===== src/rtl/spi_midi_parser_pkg.sv =====
// Shared constants and types for the SPI-fed MIDI channel-voice parser.
// Covers message type codes, status nibbles, the realtime threshold and the parser state encoding.
package spi_midi_parser_pkg;

  localparam logic [1:0] MSG_NOTE_OFF = 2'd0;
  localparam logic [1:0] MSG_NOTE_ON  = 2'd1;
  localparam logic [1:0] MSG_CTRL     = 2'd2;

  localparam logic [3:0] STAT_NOTE_OFF = 4'h8;
  localparam logic [3:0] STAT_NOTE_ON  = 4'h9;
  localparam logic [3:0] STAT_CTRL     = 4'hB;
  localparam logic [3:0] STAT_SYSTEM   = 4'hF;

  localparam logic [7:0] REALTIME_MIN = 8'hF8;

  typedef enum logic [1:0] {
    IDLE    = 2'd0,
    WAIT_D1 = 2'd1,
    WAIT_D2 = 2'd2
  } parse_state_t;

  // Status nibbles whose messages are assembled and forwarded; every other voice status is skipped.
  function automatic logic is_tracked_status(input logic [3:0] hi);
    return (hi == STAT_NOTE_OFF) || (hi == STAT_NOTE_ON) || (hi == STAT_CTRL);
  endfunction

endpackage


===== src/rtl/spi_midi_parser_if.sv =====
// Message bus from the parser's one-entry output buffer to the voice allocator.
// Uses a valid/ready handshake; the payload is held stable while valid is high and ready is low.
interface spi_midi_parser_if;
  logic       o_msg_valid;
  logic       i_msg_ready;
  logic [1:0] o_msg_type;
  logic [3:0] o_msg_chan;
  logic [6:0] o_msg_d1;
  logic [6:0] o_msg_d2;

  modport master (
    output o_msg_valid, o_msg_type, o_msg_chan, o_msg_d1, o_msg_d2,
    input  i_msg_ready
  );

  modport slave (
    input  o_msg_valid, o_msg_type, o_msg_chan, o_msg_d1, o_msg_d2,
    output i_msg_ready
  );
endinterface


===== src/rtl/spi_midi_parser_sync_edge_detect.sv =====
// Two-flop synchronizer followed by a rising-edge detector, producing a single-cycle pulse.
// Intended for level flags arriving from the SPI clock domain.
module sync_edge_detect (
  input  logic i_sys_clk,
  input  logic i_sys_rst_n,
  input  logic i_async,
  output logic o_rise
);

  logic meta_reg;
  logic sync_reg;
  logic sync_d_reg;

  always_ff @(posedge i_sys_clk or negedge i_sys_rst_n) begin
    if (!i_sys_rst_n) begin
      meta_reg   <= 1'b0;
      sync_reg   <= 1'b0;
      sync_d_reg <= 1'b0;
    end else begin
      meta_reg   <= i_async;
      sync_reg   <= meta_reg;
      sync_d_reg <= sync_reg;
    end
  end

  assign o_rise = sync_reg & ~sync_d_reg;

endmodule


===== src/rtl/spi_midi_parser.sv =====
// MIDI channel-voice parser with running status, fed one byte at a time by the SPI receiver.
// Note-off, note-on and control-change messages are forwarded through a one-entry valid/ready buffer.
module spi_midi_parser
  import spi_midi_parser_pkg::*;
#(
  parameter logic [3:0] CHANNEL = 4'd0,
  parameter logic       OMNI    = 1'b0
) (
  input  logic                      i_sys_clk,
  input  logic                      i_sys_rst_n,
  input  logic [7:0]                i_data,
  input  logic                      i_data_load,
  spi_midi_parser_if.master         msg_if,
  output logic                      o_overflow
);

  logic         byte_take;
  parse_state_t state_reg, state_next;
  logic [7:0]   status_reg, status_next;
  logic [6:0]   d1_reg, d1_next;
  logic         msg_done;
  logic [1:0]   done_type;
  logic         chan_match;
  logic         buf_load;

  sync_edge_detect u_load_sync (
    .i_sys_clk   (i_sys_clk),
    .i_sys_rst_n (i_sys_rst_n),
    .i_async     (i_data_load),
    .o_rise      (byte_take)
  );

  always_ff @(posedge i_sys_clk or negedge i_sys_rst_n) begin
    if (!i_sys_rst_n) begin
      state_reg  <= IDLE;
      status_reg <= 8'h00;
      d1_reg     <= 7'h00;
    end else begin
      state_reg  <= state_next;
      status_reg <= status_next;
      d1_reg     <= d1_next;
    end
  end

  always_comb begin
    state_next  = state_reg;
    status_next = status_reg;
    d1_next     = d1_reg;
    msg_done    = 1'b0;
    if (byte_take && (i_data < REALTIME_MIN)) begin
      if (i_data[7:4] == STAT_SYSTEM) begin
        state_next  = IDLE;
        status_next = 8'h00;
      end else if (i_data[7]) begin
        // Skipped statuses park in IDLE: their data bytes then fall through and are dropped.
        status_next = i_data;
        state_next  = is_tracked_status(i_data[7:4]) ? WAIT_D1 : IDLE;
      end else begin
        case (state_reg)
          WAIT_D1: begin
            d1_next    = i_data[6:0];
            state_next = WAIT_D2;
          end
          WAIT_D2: begin
            msg_done   = 1'b1;
            state_next = WAIT_D1;
          end
          default: state_next = IDLE;
        endcase
      end
    end
  end

  always_comb begin
    case (status_reg[7:4])
      STAT_NOTE_ON: done_type = (i_data[6:0] == 7'h00) ? MSG_NOTE_OFF : MSG_NOTE_ON;
      STAT_CTRL:    done_type = MSG_CTRL;
      default:      done_type = MSG_NOTE_OFF;
    endcase
  end

  assign chan_match = OMNI || (status_reg[3:0] == CHANNEL);
  assign buf_load   = msg_done && chan_match;

  // A pop in the same cycle frees the slot, so a new message may replace the outgoing one.
  always_ff @(posedge i_sys_clk or negedge i_sys_rst_n) begin
    if (!i_sys_rst_n) begin
      msg_if.o_msg_valid <= 1'b0;
      msg_if.o_msg_type  <= 2'd0;
      msg_if.o_msg_chan  <= 4'd0;
      msg_if.o_msg_d1    <= 7'd0;
      msg_if.o_msg_d2    <= 7'd0;
      o_overflow         <= 1'b0;
    end else if (buf_load && (!msg_if.o_msg_valid || msg_if.i_msg_ready)) begin
      msg_if.o_msg_valid <= 1'b1;
      msg_if.o_msg_type  <= done_type;
      msg_if.o_msg_chan  <= status_reg[3:0];
      msg_if.o_msg_d1    <= d1_reg;
      msg_if.o_msg_d2    <= i_data[6:0];
    end else begin
      if (buf_load) begin
        o_overflow <= 1'b1;
      end
      if (msg_if.o_msg_valid && msg_if.i_msg_ready) begin
        msg_if.o_msg_valid <= 1'b0;
      end
    end
  end

endmodule


===== src/flat_wrapper.sv =====
// flat-port wrapper written by rule: the top's interface ports become plain ports
module spi_midi_parser_flat import spi_midi_parser_pkg::*;
#(
  parameter logic [3:0] CHANNEL = 4'd0,
  parameter logic       OMNI    = 1'b0
)
  (i_sys_clk, i_sys_rst_n, i_data, i_data_load, o_overflow, msg_if_o_msg_valid, msg_if_o_msg_type, msg_if_o_msg_chan, msg_if_o_msg_d1, msg_if_o_msg_d2, msg_if_i_msg_ready);
  spi_midi_parser_if msg_if_i ();
  input  logic i_sys_clk;
  input  logic i_sys_rst_n;
  input  logic [7:0] i_data;
  input  logic i_data_load;
  output logic o_overflow;
  output wire logic [$bits(msg_if_i.o_msg_valid)-1:0] msg_if_o_msg_valid;
  output wire logic [$bits(msg_if_i.o_msg_type)-1:0] msg_if_o_msg_type;
  output wire logic [$bits(msg_if_i.o_msg_chan)-1:0] msg_if_o_msg_chan;
  output wire logic [$bits(msg_if_i.o_msg_d1)-1:0] msg_if_o_msg_d1;
  output wire logic [$bits(msg_if_i.o_msg_d2)-1:0] msg_if_o_msg_d2;
  input wire logic [$bits(msg_if_i.i_msg_ready)-1:0] msg_if_i_msg_ready;
  assign msg_if_o_msg_valid = msg_if_i.o_msg_valid;
  assign msg_if_o_msg_type = msg_if_i.o_msg_type;
  assign msg_if_o_msg_chan = msg_if_i.o_msg_chan;
  assign msg_if_o_msg_d1 = msg_if_i.o_msg_d1;
  assign msg_if_o_msg_d2 = msg_if_i.o_msg_d2;
  assign msg_if_i.i_msg_ready = msg_if_i_msg_ready;
  spi_midi_parser #(.CHANNEL(CHANNEL), .OMNI(OMNI)) u_core (.i_sys_clk(i_sys_clk), .i_sys_rst_n(i_sys_rst_n), .i_data(i_data), .i_data_load(i_data_load), .msg_if(msg_if_i), .o_overflow(o_overflow));
endmodule

===== config.mk =====
export PLATFORM = sky130hd
export DESIGN_NAME = spi_midi_parser_flat
export DESIGN_NICKNAME = d
export VERILOG_FILES = /design/src/rtl/spi_midi_parser_pkg.sv /design/src/rtl/spi_midi_parser_if.sv /design/src/rtl/spi_midi_parser_sync_edge_detect.sv /design/src/rtl/spi_midi_parser.sv /design/src/flat_wrapper.sv
export SDC_FILE = /design/constraint.sdc
export NUM_CORES = 1
export LEC_CHECK = 0
export ABC_CLOCK_PERIOD_IN_PS = 1800
export CORE_UTILIZATION = 51
export DETAILED_ROUTE_END_ITERATION = 8
export PLACE_DENSITY = 0.79
export SLEW_MARGIN = 0
export SYNTH_ARGS = -nofsm -noshare
export SYNTH_HDL_FRONTEND = slang
export SYNTH_SLANG_ARGS = --single-unit

===== constraint.sdc =====
create_clock -name i_sys_clk -period 1.8 [get_ports i_sys_clk]
set_input_delay 0.36 -clock i_sys_clk [delete_from_list [all_inputs] [get_ports i_sys_clk]]
set_output_delay 0.36 -clock i_sys_clk [all_outputs]
set_load 0.01 [all_outputs]

### Word level (Yosys, flattened, before mapping)

Index checks and enable logic that the tools add are counted.

| word-level totals | value |
|---|---|
| register bits | 42 |
| input port bits | 12 |

| cells by class | value |
|---|---|
| $lt $le $gt $ge | 1 |
| eq/ne operators | 8 |
| mux-type cells | 14 |
| bitwise logic cells | 5 |
| reduce and logical (&&, ||, !) cells | 15 |

Operators with widths:

| kind | number |
|---|---|
| 4-bit equality test, second input constant | 6 |
| 8-bit two-way mux | 2 |
| 8-bit less-than comparator, second input constant | 1 |
| 1-bit two-way mux | 8 |
| 2-bit one-hot mux with 2 select lines | 2 |
| 7-bit logical NOT | 1 |
| 1-bit logical AND | 4 |
| 4-bit logical NOT | 1 |
| 2-bit two-way mux | 2 |
| 1-bit NOT | 4 |
| 2-bit AND reduction | 2 |
| 4-bit AND reduction | 1 |
| 2-bit nonzero test | 2 |
| 1-bit logical OR | 3 |
| 2-bit by 1-bit equality test with 1-bit output, second input constant | 1 |
| 2-bit equality test, second input constant | 1 |
| 1-bit AND | 1 |
| 1-bit logical NOT | 1 |

### Depth between registers and ports, before layout

| logic depth | value |
|---|---|
| depth in word-level cells | 9 |
| mapped depth | 5 |
| mapped depth without buffers | 3 |

### Modules after synthesis

A second synthesis with hierarchy kept.

| unflattened totals | value |
|---|---|
| cells, all modules | 105 |
| area total of the unflattened synthesis | 1672.9 sq um |

By module, submodules not included:

| module | instances | cells an instance | area each (sq um) |
|---|---|---|---|
| spi_midi_parser | 1 | 101 | 1584.0 |
| sync_edge_detect | 1 | 4 | 88.8 |

### Least setup slack after synthesis

No wires, ideal clock.

| path | value |
|---|---|
| path type | input to register |
| from | input i_data[7] |
| to | register u_core.msg_if.o_msg_d1[0] |
| setup time | 0.125 ns |
| arrival | 1.306 ns |
| required time | 1.675 ns |
| slack | 0.368 ns |
| stages | 5 |
| cells stage by stage | buf_6 > nor3b_4 > nand4_2 > buf_6 > mux2_4 |

| between the ends | value |
|---|---|
| word-level cells in the longest chain between the ends | 5 |
| elaborated cells on any way between the ends | 8 |

RTL lines:

| item | RTL line | RTL |
|---|---|---|
| start: declaration | flat_wrapper.sv:11 | `input logic [7:0] i_data;` |
| 8-bit less-than comparator, or another cell as far along | spi_midi_parser.sv:50 | `if (byte_take && (i_data < REALTIME_MIN)) begin` |
| 1-bit logical AND or 1-bit two-way mux (tied branches) | spi_midi_parser.sv:50, spi_midi_parser.sv:51 |  |
| 1-bit two-way mux * | spi_midi_parser.sv:50 |  |
| 1-bit logical AND * | spi_midi_parser.sv:83 | `assign buf_load = msg_done && chan_match;` |
| 1-bit logical AND * | spi_midi_parser.sv:94 | `end else if (buf_load && (!msg_if.o_msg_valid \|\| msg_if.i_msg_ready)) begin` |
| end signal: assignment | spi_midi_parser.sv:98 | `msg_if.o_msg_d1 <= d1_reg;` |
| end: declaration | spi_midi_parser_if.sv:12 | `output o_msg_valid, o_msg_type, o_msg_chan, o_msg_d1, o_msg_d2,` |

Every way passes the cells marked *; elsewhere a longest branch is shown, timed or not.
A chain may end at the register's enable or synchronous reset.

### Worst setup path after layout

| path | value |
|---|---|
| from | register u_core.msg_if.o_msg_d2[5] |
| to | output msg_if_o_msg_d2[5] |

RTL lines:

| item | RTL line | RTL |
|---|---|---|
| start: declaration | spi_midi_parser_if.sv:12 |  |
| start signal: assignment | spi_midi_parser.sv:99 | `msg_if.o_msg_d2 <= i_data[6:0];` |
| end: declaration | flat_wrapper.sv:18 | `output wire logic [$bits(msg_if_i.o_msg_d2)-1:0] msg_if_o_msg_d2;` |

No word-level cell between the ends.

==> flow_metrics.env <==
export IMPL_drt_vias_per_instance=5.21
export IMPL_h_tree_depth=2
export IMPL_p_clk_share_pct=33.2
export IMPL_maxCapViolations=0
export IMPL_path_class="register to output port"
export IMPL_clkSlewWorstSetupHoldPaths_ns=0.12
export IMPL_drive_gt1_share_pct=30.1
export IMPL_hpwlAfterDp_um=2570
export IMPL_cp_end_kind="output port"
export IMPL_largest_reg_flops=8
export IMPL_powerDensity_nw_per_um2=972
export IMPL_ir_drop_mv=0.745
export IMPL_cp_num_buf_inv=1
export IMPL_finalNetCount=187
export IMPL_post_place_ws_ns=-0.124
export IMPL_cts_sinks=42
export IMPL_outcome="finished clean"
export IMPL_cp_slowest_cell="clkdlybuf4s50_1"
export IMPL_finalPower_w=0.00231
export IMPL_max_slew_worst_pin_slew_ns=0.496
export IMPL_routed_wl_um=3480
export IMPL_p_sw_w=0.000528
export IMPL_yosysSeqAreaShare_pct=58.9
export IMPL_fin_util_pct=71.3
export IMPL_cp_start_kind="register"
export IMPL_drcViolationCount=0
export IMPL_top_usage_layer="met2"
export IMPL_period_needed_ns=1.65
export IMPL_async_reset_ff_share_pct=100
export IMPL_hp_class="register to register"
export IMPL_post_cts_resized=0
export IMPL_routedWlPerCell_um=15.7
export IMPL_power_share_sequential_pct=50.7
export IMPL_start_util_pct=53.5
export IMPL_yosysTopAreaCell="dfrtp_1"
export IMPL_whs_ns=0.380
export IMPL_pin_count=34
export IMPL_sw_frac_of_total_pct=22.8
export IMPL_first_iter_violations=18
export IMPL_ys_types=29
export IMPL_antenna_found_initial=0
export IMPL_numCtsBuffers=5
export IMPL_yosysTopAreaCellShare_pct=58.9
export IMPL_grt_ovfl_total=0
export IMPL_dr_pass1_iters=4
export IMPL_rows=21
export IMPL_max_stage_delay_ns=0.55
export IMPL_diodes=0
export IMPL_crit_arrival_ns=1.29
export IMPL_synthToLayoutAreaGrowth_pct=33.4
export IMPL_grt_pass1_vias=1187
export IMPL_required_ns=1.44
export IMPL_synth_seq_cells=42
export IMPL_syn_nets=137
export IMPL_fillers=251
export IMPL_clockBufferDepth=2
export IMPL_fin_skew_ns=0.00968
export IMPL_antenna_left=0
export IMPL_post_synth_cell_area_avg_sq_um=14.3
export IMPL_multi_input_area_sq_um=642
export IMPL_die_area_sq_um=3740
export IMPL_fp_dieW_um=61.1
export IMPL_grt_use_met3_pct=7.35
export IMPL_synth_cells=125
export IMPL_finalWeightedCongestion=0.765
export IMPL_grt_total_usage_pct=22.4
export IMPL_leakage_nw=1.12
export IMPL_cp_max_fo=2
export IMPL_grt_setup_unrepaired="false"
export IMPL_slew_viol_final=0
export IMPL_crit_chain="clkdlybuf4s50_1"
export IMPL_grt_max_degree=23
export IMPL_seqCellArea_sq_um=1050
export IMPL_vias=1157
export IMPL_setup_viol=0
export IMPL_yosys_warnings=0
export IMPL_placed_cells=213
export IMPL_synth_area_top_cells="dfrtp_1 (59%), mux2_4 (13%), mux2_2 (4.4%)"
export IMPL_synth_edf_count=0
export IMPL_cts_tree="done"
export IMPL_use_met1_pct=27.3
export IMPL_port_buffers=33
export IMPL_intPower_w=0.00179
export IMPL_syn_area_sq_um=1780
export IMPL_met2_usage_pct=35.4
export IMPL_finalNonFillerCells=222
export IMPL_fp_dieH_um=61.1
export IMPL_clkLatencyLatePin_ns=0.35
export IMPL_grt_pass1_wl_um=5740
export IMPL_slew_headroom_pct=66.9
export IMPL_combPwrFrac_pct=16.2
export IMPL_cts_root_buffer="clkbuf_4"
export IMPL_hold_viol=0
export IMPL_min_period_over_period_pct=91.6
export IMPL_clock_fmax_mhz=606
export IMPL_synth_ff_type="dfrtp_1"
export IMPL_coreArea_sq_um=3340
export IMPL_cpLargestDelayFamily="buffers and inverters"
export IMPL_setup_ws_ns=0.151
## per-stage QoR
| step | TNS, ns | instance area [sq um] |
|---|---|---|
| 6_report | 0 | 2380 |
| 5_1_grt | 0 | 2380 |
| 4_1_cts | 0 | 2380 |
| 3_5_place_dp | -1.29 | 2260 |
| 3_3_place_gp | -0.998 | 2260 |
| 2_1_floorplan | 0 | 1780 |
## layout by cell type (no fill, tap or decap)
cell type        netlist  layout
and3_2                 1       1
nor3b_4                1       1
nand4_2                1       1
buf_2                  4       1
nand2_1                2       2
a21oi_1                1       1
nand3b_1               1       1
a211oi_1               1       1
nor4_4                 2       2
mux2_2                 7       7
clkbuf_8               0       1
nor3_1                 1       1
a31oi_1                1       1
and2_1                 4       4
clkbuf_4               0       5
mux2_1                 3       3
dfrtp_1               42      42
bufinv_16              0       2
nor2b_1                1       1
a21boi_0               1       1
buf_12                 0       2
mux2_4                16      16
nor2_1                 1       1
dlygate4sd3_1          0       1
clkdlybuf4s50_1        0      32
nor4_1                 1       1
nand2b_1               3       3
o22ai_1                1       1
o21ai_0                5       5
nand4_1                6       6
o21bai_1               2       2
o21a_1                 1       1
buf_4                  0      14
inv_1                 10      10
nand3_1                2       2
## cell usage after synthesis (all sizes together), types with 2 or more instances
library cell / instances
dfrtp: 42
mux2: 26
inv: 10
buf: 7
nand4: 7
o21ai: 5
and2: 4
nand2b: 3
nor4: 3
nand2: 2
nand3: 2
o21bai: 2
## cell type report
type	instances	share of cell area, %
clock buffer	6	2.16
sequential	42	44.2
tap	46	2.42
timing repair buffer	50	20.2
multi-input combinational	66	27.0
clock inverter	2	2.52
inverter	10	1.58
## routing by layer
| metal | vias up | share of wire [%] |
|---|---|---|
| met3 | 6 | 4.2 |
| met2 | 35 | 51 |
| met5 | - | 0 |
| met1 | 575 | 42 |
| met4 | 0 | 2.7 |
| li1 | 541 | - |
## repair_timing
| action | in CTS | in global routing |
|---|---|---|
| hold endpoints to repair | 20 | 0 |
| buffers inserted | 0 | 0 |
| hold buffers | 1 | 0 |
## power by group through the flow
stage	combinational [W]	sequential [W]	clock (W)
2_1_floorplan	0.000192	0.00118	0
3_3_place_gp	0.000360	0.00118	0
3_5_place_dp	0.000374	0.00119	0
4_1_cts	0.000379	0.00117	0.000794
5_1_grt	0.000408	0.00119	0.000830
6_report	0.000374	0.00117	0.000768
## worst paths after layout
check	endpoint	slack, ns	cells after the start	from
setup / recovery	msg_if_o_msg_d2[5]	0.15	1	u_core.msg_if.o_msg_d2[5]
hold / removal	u_core.u_load_sync.sync_reg	0.38	0	u_core.u_load_sync.meta_reg
setup reg to reg	u_core.msg_if.o_msg_d1[2]	0.26	4	u_core.status_reg[1]
hold reg to reg	u_core.u_load_sync.sync_reg	0.38	0	u_core.u_load_sync.meta_reg
max in group asynchronous	u_core.msg_if.o_msg_d2[4]	0.82	3	i_sys_rst_n
min in group asynchronous	u_core.status_reg[3]	0.50	2	i_sys_rst_n
## kinds of logic (layout without fill, tap and decap cells)
| group | after synthesis | after routing | share of synthesized area (%) |
|---|---|---|---|
| mux | 26 | 26 | 19.8 |
| buf+inv | 17 | 68 | 5.12 |
| simple gates | 27 | 27 | 11.7 |
| flops | 42 | 42 | 58.9 |
| compound gates | 13 | 13 | 4.49 |
Note: power is estimated with default switching activity, not from simulation.
